**src/rtl/fp_pkg.sv**
```systemverilog
// Shared floating-point definitions: sequencing states, flag bit positions
// and the default single-precision field widths.
package fp_pkg;

   localparam int EXP_W_DEF = 8;
   localparam int MAN_W_DEF = 23;

   localparam int FLG_INVALID   = 3;
   localparam int FLG_OVERFLOW  = 2;
   localparam int FLG_UNDERFLOW = 1;
   localparam int FLG_INEXACT   = 0;

   typedef enum logic [2:0] {
      S_IDLE,
      S_UNPACK,
      S_MUL,
      S_NORM,
      S_ROUND,
      S_DONE
   } state_e;

endpackage

```
**src/rtl/fp_round_rne.sv**
```systemverilog
// Round-to-nearest-even on a significand with guard/round/sticky bits.
// Shared between the multiplier and the adder.
module fp_round_rne #(
   parameter int SIG_W = 24
) (
   input  logic [SIG_W-1:0] sig_i,
   input  logic             guard_i,
   input  logic             round_i,
   input  logic             sticky_i,
   output logic [SIG_W-1:0] sig_o,
   output logic             carry_o,
   output logic             inexact_o
);

   logic inc;

   // a tie (guard set, nothing below) rounds up only when the LSB is odd
   assign inc                = guard_i & (round_i | sticky_i | sig_i[0]);
   assign {carry_o, sig_o}   = {1'b0, sig_i} + {{SIG_W{1'b0}}, inc};
   assign inexact_o          = guard_i | round_i | sticky_i;

endmodule

```
**src/rtl/fp_mul_param.sv**
```systemverilog
// Multi-cycle IEEE-style multiplier with DAZ/FTZ and round-to-nearest-even.
// Fixed 5-cycle latency from the accepting edge to the ready pulse.
//
// state    | meaning
// S_IDLE   | waiting for start; operands captured on the accepting edge
// S_UNPACK | classify operands, form special results and exponent sum
// S_MUL    | significand product
// S_NORM   | normalise product, extract guard/round/sticky
// S_ROUND  | round, renormalise, overflow/underflow handling
// S_DONE   | publish Y/flags and pulse ready on the way back to idle
module fp_mul_param
   import fp_pkg::*;
#(
   parameter int  EXP_W = EXP_W_DEF,
   parameter int  MAN_W = MAN_W_DEF,
   localparam int W     = 1 + EXP_W + MAN_W
) (
   input  logic         clk,
   input  logic         rst_n,
   input  logic         start,
   input  logic [W-1:0] A,
   input  logic [W-1:0] B,
   output logic [W-1:0] Y,
   output logic         ready,
   output logic         busy,
   output logic [3:0]   flags
);

   localparam int EW = EXP_W + 2;
   localparam int PW = 2 * (MAN_W + 1);

   localparam logic signed [EW-1:0] BIAS     = EW'((1 << (EXP_W - 1)) - 1);
   localparam logic signed [EW-1:0] EXP_MAX  = EW'((1 << EXP_W) - 1);
   localparam logic signed [EW-1:0] EXP_ONE  = EW'(1);
   localparam logic [EXP_W-1:0]     EXP_ONES = '1;
   localparam logic [W-1:0]         QNAN     = {1'b0, EXP_ONES, 1'b1, {(MAN_W-1){1'b0}}};

   state_e               state_q;
   logic [W-1:0]         a_q, b_q, y_q, res_y_q, spec_y_q;
   logic [3:0]           flags_q, res_flags_q, spec_flags_q;
   logic                 ready_q, busy_q, sign_q, spec_q;
   logic signed [EW-1:0] exp_q;
   logic [MAN_W:0]       man_a_q, man_b_q, sig_q;
   logic [PW-1:0]        prod_q;
   logic                 g_q, r_q, s_q;

   logic                 sa, sb;
   logic [EXP_W-1:0]     ea, eb;
   logic [MAN_W-1:0]     fa, fb;
   logic                 a_zero, b_zero, a_inf, b_inf, a_nan, b_nan, a_snan, b_snan;
   logic                 sign_d, spec_d;
   logic [W-1:0]         spec_y_d;
   logic [3:0]           spec_flags_d;
   logic signed [EW-1:0] exp_sum_d;

   logic [PW-1:0]        prod_n;
   logic [MAN_W:0]       sig_d;
   logic                 g_d, r_d, s_d;
   logic signed [EW-1:0] exp_norm_d;

   logic [MAN_W:0]       rnd_sig;
   logic                 rnd_carry, rnd_inexact;
   logic signed [EW-1:0] exp_fin_d;
   logic [MAN_W-1:0]     frac_fin_d;
   logic [W-1:0]         res_y_d;
   logic [3:0]           res_flags_d;

   assign sa = a_q[W-1];
   assign sb = b_q[W-1];
   assign ea = a_q[W-2 -: EXP_W];
   assign eb = b_q[W-2 -: EXP_W];
   assign fa = a_q[MAN_W-1:0];
   assign fb = b_q[MAN_W-1:0];

   // subnormals are treated as zero, so a zero exponent alone means zero
   assign a_zero = (ea == '0);
   assign b_zero = (eb == '0);
   assign a_inf  = (ea == EXP_ONES) && (fa == '0);
   assign b_inf  = (eb == EXP_ONES) && (fb == '0);
   assign a_nan  = (ea == EXP_ONES) && (fa != '0);
   assign b_nan  = (eb == EXP_ONES) && (fb != '0);
   assign a_snan = a_nan && !fa[MAN_W-1];
   assign b_snan = b_nan && !fb[MAN_W-1];

   assign exp_sum_d = $signed({2'b00, ea}) + $signed({2'b00, eb}) - BIAS;

   always_comb begin
      sign_d       = sa ^ sb;
      spec_d       = 1'b1;
      spec_y_d     = '0;
      spec_flags_d = '0;
      if (a_nan || b_nan) begin
         spec_y_d                  = QNAN;
         spec_flags_d[FLG_INVALID] = a_snan || b_snan;
      end else if ((a_inf && b_zero) || (b_inf && a_zero)) begin
         spec_y_d                  = QNAN;
         spec_flags_d[FLG_INVALID] = 1'b1;
      end else if (a_inf || b_inf) begin
         spec_y_d = {sign_d, EXP_ONES, {MAN_W{1'b0}}};
      end else if (a_zero || b_zero) begin
         spec_y_d = {sign_d, {(W-1){1'b0}}};
      end else begin
         spec_d = 1'b0;
      end
   end

   // left-align the product so the leading one sits at the MSB
   always_comb begin
      prod_n     = prod_q[PW-1] ? prod_q : (prod_q << 1);
      sig_d      = prod_n[PW-1 -: MAN_W+1];
      g_d        = prod_n[MAN_W];
      r_d        = prod_n[MAN_W-1];
      s_d        = |prod_n[MAN_W-2:0];
      exp_norm_d = exp_q + {{(EW-1){1'b0}}, prod_q[PW-1]};
   end

   fp_round_rne #(
      .SIG_W(MAN_W + 1)
   ) u_round (
      .sig_i    (sig_q),
      .guard_i  (g_q),
      .round_i  (r_q),
      .sticky_i (s_q),
      .sig_o    (rnd_sig),
      .carry_o  (rnd_carry),
      .inexact_o(rnd_inexact)
   );

   always_comb begin
      exp_fin_d                = exp_q + {{(EW-1){1'b0}}, rnd_carry};
      frac_fin_d               = rnd_carry ? rnd_sig[MAN_W:1] : rnd_sig[MAN_W-1:0];
      res_y_d                  = {sign_q, exp_fin_d[EXP_W-1:0], frac_fin_d};
      res_flags_d              = '0;
      res_flags_d[FLG_INEXACT] = rnd_inexact;
      if (spec_q) begin
         res_y_d     = spec_y_q;
         res_flags_d = spec_flags_q;
      end else if (exp_fin_d >= EXP_MAX) begin
         res_y_d                    = {sign_q, EXP_ONES, {MAN_W{1'b0}}};
         res_flags_d[FLG_OVERFLOW]  = 1'b1;
         res_flags_d[FLG_INEXACT]   = 1'b1;
      end else if (exp_fin_d < EXP_ONE) begin
         res_y_d                    = {sign_q, {(W-1){1'b0}}};
         res_flags_d[FLG_UNDERFLOW] = 1'b1;
         res_flags_d[FLG_INEXACT]   = 1'b1;
      end
   end

   always_ff @(posedge clk or negedge rst_n) begin
      if (!rst_n) begin
         state_q      <= S_IDLE;
         a_q          <= '0;
         b_q          <= '0;
         y_q          <= '0;
         flags_q      <= '0;
         ready_q      <= 1'b0;
         busy_q       <= 1'b0;
         sign_q       <= 1'b0;
         spec_q       <= 1'b0;
         spec_y_q     <= '0;
         spec_flags_q <= '0;
         exp_q        <= '0;
         man_a_q      <= '0;
         man_b_q      <= '0;
         prod_q       <= '0;
         sig_q        <= '0;
         g_q          <= 1'b0;
         r_q          <= 1'b0;
         s_q          <= 1'b0;
         res_y_q      <= '0;
         res_flags_q  <= '0;
      end else begin
         ready_q <= 1'b0;
         unique case (state_q)
            S_IDLE: begin
               if (start) begin
                  a_q     <= A;
                  b_q     <= B;
                  busy_q  <= 1'b1;
                  state_q <= S_UNPACK;
               end
            end
            S_UNPACK: begin
               sign_q       <= sign_d;
               exp_q        <= exp_sum_d;
               man_a_q      <= {1'b1, fa};
               man_b_q      <= {1'b1, fb};
               spec_q       <= spec_d;
               spec_y_q     <= spec_y_d;
               spec_flags_q <= spec_flags_d;
               state_q      <= S_MUL;
            end
            S_MUL: begin
               prod_q  <= PW'(man_a_q) * PW'(man_b_q);
               state_q <= S_NORM;
            end
            S_NORM: begin
               sig_q   <= sig_d;
               g_q     <= g_d;
               r_q     <= r_d;
               s_q     <= s_d;
               exp_q   <= exp_norm_d;
               state_q <= S_ROUND;
            end
            S_ROUND: begin
               res_y_q     <= res_y_d;
               res_flags_q <= res_flags_d;
               state_q     <= S_DONE;
            end
            S_DONE: begin
               y_q     <= res_y_q;
               flags_q <= res_flags_q;
               ready_q <= 1'b1;
               busy_q  <= 1'b0;
               state_q <= S_IDLE;
            end
            default: begin
               busy_q  <= 1'b0;
               state_q <= S_IDLE;
            end
         endcase
      end
   end

   assign Y     = y_q;
   assign flags = flags_q;
   assign ready = ready_q;
   assign busy  = busy_q;

endmodule

```
**config.mk**
```make
export PLATFORM = sky130hd
export DESIGN_NAME = fp_mul_param
export DESIGN_NICKNAME = d
export VERILOG_FILES = /design/src/rtl/fp_pkg.sv /design/src/rtl/fp_round_rne.sv /design/src/rtl/fp_mul_param.sv
export SDC_FILE = /design/constraint.sdc
export NUM_CORES = 2
export LEC_CHECK = 0
export ABC_AREA = 1
export BUFFER_PORTS_ARGS = -buffer_cell sky130_fd_sc_hd__buf_2
export CAP_MARGIN = 20
export CORE_UTILIZATION = 59
export DETAILED_ROUTE_END_ITERATION = 6
export PLACE_DENSITY = 0.79
export RECOVER_POWER = 25
export SETUP_SLACK_MARGIN = 0.2
export SYNTH_ARGS = -nofsm -noshare
export SYNTH_HDL_FRONTEND = slang
export SYNTH_HIERARCHICAL = 1
export SYNTH_SLANG_ARGS = --single-unit
```
**constraint.sdc**
```tcl
create_clock -name clk -period 5.77 [get_ports clk]
set_input_delay 0.577 -clock clk [delete_from_list [all_inputs] [get_ports clk]]
set_output_delay 0.577 -clock clk [all_outputs]
set_load 0.02 [all_outputs]
```
==> impl_metrics.toml <==
[clock_tree]
cts_tree = "yes"
insertion_delay_ps = 630
clock-root-buffer = "clkbuf_16"
cts_buffer_depth = 3
clock_sinks = 279
htreeDepth = 1
cts.clk_slew.worst_paths_ps = 70
cts_buffers = 31
postCtsHoldBufs = 0

[grt]
track_usage = 0.3300
grt_antenna_before_repair = 2
grt_pass1_wl_um = 149600
grt_overflow = 0
grt_max_degree = 112
grt_pass1_vias = 29770

[floorplan]
fp-row-count = 86
die_width_um = 240.3
core_um2 = 55630
fp.dieH_um = 240.3
ios = 105
die_area_um2 = 57730
start_util = 0.6021

[yosys]
async_flop_share = 1.000
yosysUniqueCellTypes = 44
synthesis.instances = 4461
ys_ff_latch = 279
synth.top_cell.area_share = 0.2887
yosysWarnings = 6
ys.flop_type = "dfrtp_1"
synth-edff-count = 0
synth_fp_nets = 5205
synth-seq-area-share = 0.2084
yosysMostFrequentCell = "nand2_1"
synthTopCellsByArea = "fa_1, dfrtp_1, nand2_1, inv_1, ha_1"
synth_top_cell_by_area = "fa_1"
synth_area_per_cell_um2 = 7.509
synthTopCellsByCount = "nand2_1, inv_1, fa_1, dfrtp_1, nor2_1"
syn_area_um2 = 33500

[worst_setup_path]
reg2reg_from = "man_a_q[10]$_DFFE_PN0P_"
cp-end-kind = "register"
max_stage_delay_ps = 550
cp.arrival_ps = 6580
crit_fanout = 5
regToRegSetupSlack_ps = -360
worst_r2r_endpoint = "prod_q[20]$_DFFE_PN0P_"
crit_type = "reg -> reg"
rr_worst_depth = 30
critPathRequiredTime_ps = 6210
cp-start-kind = "register"
slowest_stage = "fa_1"
cpMostUsedCell = "fa_1"

[routing]
drc = 0
via_count = 29430
drt-pass1-iter-count = 7
avgRoutedWirePerCell_um = 17.96
ant_nets = 0
drt_iter0_markers = 2714
routed_via_density = 5.437
drt_wl_total_um = 97210

[min_path]
hold_start = "A[0]"
holdPathStages = 3
hold_end = "a_q[0]$_DFFE_PN0P_"
hp-class = "in -> reg"

[timing]
fin_setup_tns_ps = -7969
fin_crit_ps = 6134
post-route-period-util = 1.063
relSlewSlack = -0.8741
whs_ps = 202.8
rsz0062_at_grt = "true"
max_freq_mhz = 163.0
layout_setup_ws_ps = -364.5
setup_violations = 35
tightest_slew_ps = 2811
clock_skew_ps = 32.30
slew_violations = 218
hold_viol_final = 0

[final_layout]
drive_above_1_share = 0.1883
final_net_count = 5385
final.fill_count = 3934
area_growth_pct = 18.28

[place]
pre_cts_slack_ps = -443.5
place.gp.congestion = 0.9356
dp_hpwl_um = 69990
port_buffers = 104

[status]
status = "finished, violations left"
violations = "max-capacitance violations, max-slew violations, negative setup slack"

[flow_run]
cap_violations = 2
## registers in the layout (all words and copies together), names as in the netlist
| register | count |
|---|---|
| spec_y_q | 3 |
| prod_q | 48 |
| exp_q | 10 |
| Y | 32 |
| res_y_q | 32 |
| flags | 4 |
| res_flags_q | 4 |
| spec_q | 1 |
| b_q | 32 |
| busy | 1 |
| man_b_q | 23 |
| spec_flags_q | 1 |
| g_q | 1 |
| r_q | 1 |
| sign_q | 1 |
| ready | 1 |
| state_q | 3 |
| s_q | 1 |
| sig_q | 24 |
| man_a_q | 24 |
| a_q | 32 |
## metrics by stage
stage               area (um2)    util  instances
finish                   39620  0.7122       5413
global route             39620  0.7122       5413
CTS                      38890  0.6990       5394
detailed placement       36450  0.6553       5304
global placement         36450  0.6553       5304
floorplan                34320       -       4461
## what timing repair did
action | CTS | global route
buffers inserted | 33 | 15
setup endpoints to repair | 37 | 38
resized for setup | 304 | 191
pin swaps | 108 | 98
gates cloned | 1 | 2
## cell families after synthesis
logic type	synth area share
and+or+nand+nor	0.2143
buffers and inverters	0.1542
adders and majority gates	0.3611
AOI/OAI and AO/OA	0.05099
DFF	0.2084
xor gates and xnor gates	0.009936
muxes	0.0009712
## placed cells by master (no fill, tap or decap), drive strengths merged, types with 2 or more instances in the layout
cell type and instances:
a22oi 3, a21oi 117, clkbuf 44, buf 351, nand3 111, clkinv 6, nand4 38, dfrtp 279
or2 20, bufinv 5, nand3b 8, xor2 17, and2 4, o21bai 5, a31oi 12, nor2 232
nand2 1357, mux2 2, o21ai 166, ha 194, o22ai 4, o211ai 3, fa 483, xnor2 21
inv 1159, nor3 13, nor4 4
## per-layer routing
layer,vias up,part of all wire,global-route usage
li1,13260,-,-
met1,14140,0.37,0.4172
met2,1577,0.47,0.5532
met3,454,0.091,0.05362
met4,2,0.065,0.1579
met5,-,0.00015,0
## worst max-delay path by stage
stage	startpoint	end	slack (ps)
3_3_place_gp	man_b_q[9]$_DFFE_PN0P_	prod_q[37]$_DFFE_PN0P_	-310
5_1_grt	man_a_q[6]$_DFFE_PN0P_	prod_q[20]$_DFFE_PN0P_	-560
4_1_cts	man_a_q[10]$_DFFE_PN0P_	prod_q[27]$_DFFE_PN0P_	-140
6_report	man_a_q[10]$_DFFE_PN0P_	prod_q[20]$_DFFE_PN0P_	-360
3_5_place_dp	man_b_q[9]$_DFFE_PN0P_	prod_q[40]$_DFFE_PN0P_	-440
2_1_floorplan	man_a_q[14]$_DFFE_PN0P_	prod_q[24]$_DFFE_PN0P_	180
## critical path, delay by kind of cell (launching register included)
kind	cells	cell delay, ps
flops	1	400
xor+xnor	1	120
compound gates	1	110
fa+ha+maj	8	3590
buf+inv	13	1060
simple gates	7	660
## final cells by class
type | instances | area (um2) | share of cell area
clock buffers | 40 | 859.6 | 0.02170
multi-input cells | 2819 | 23010 | 0.5807
inverters | 1155 | 4348 | 0.1097
well taps | 748 | 935.9 | 0.02362
clock inverters | 16 | 241.5 | 0.006095
repair buffers | 355 | 3219 | 0.08125
flip-flops and latches | 279 | 7007 | 0.1768
diodes | 1 | 2.502 | 0.00006316
Power is not shown: default switching activity piles up to over one toggle a cycle in this logic, so the estimate is an artifact.
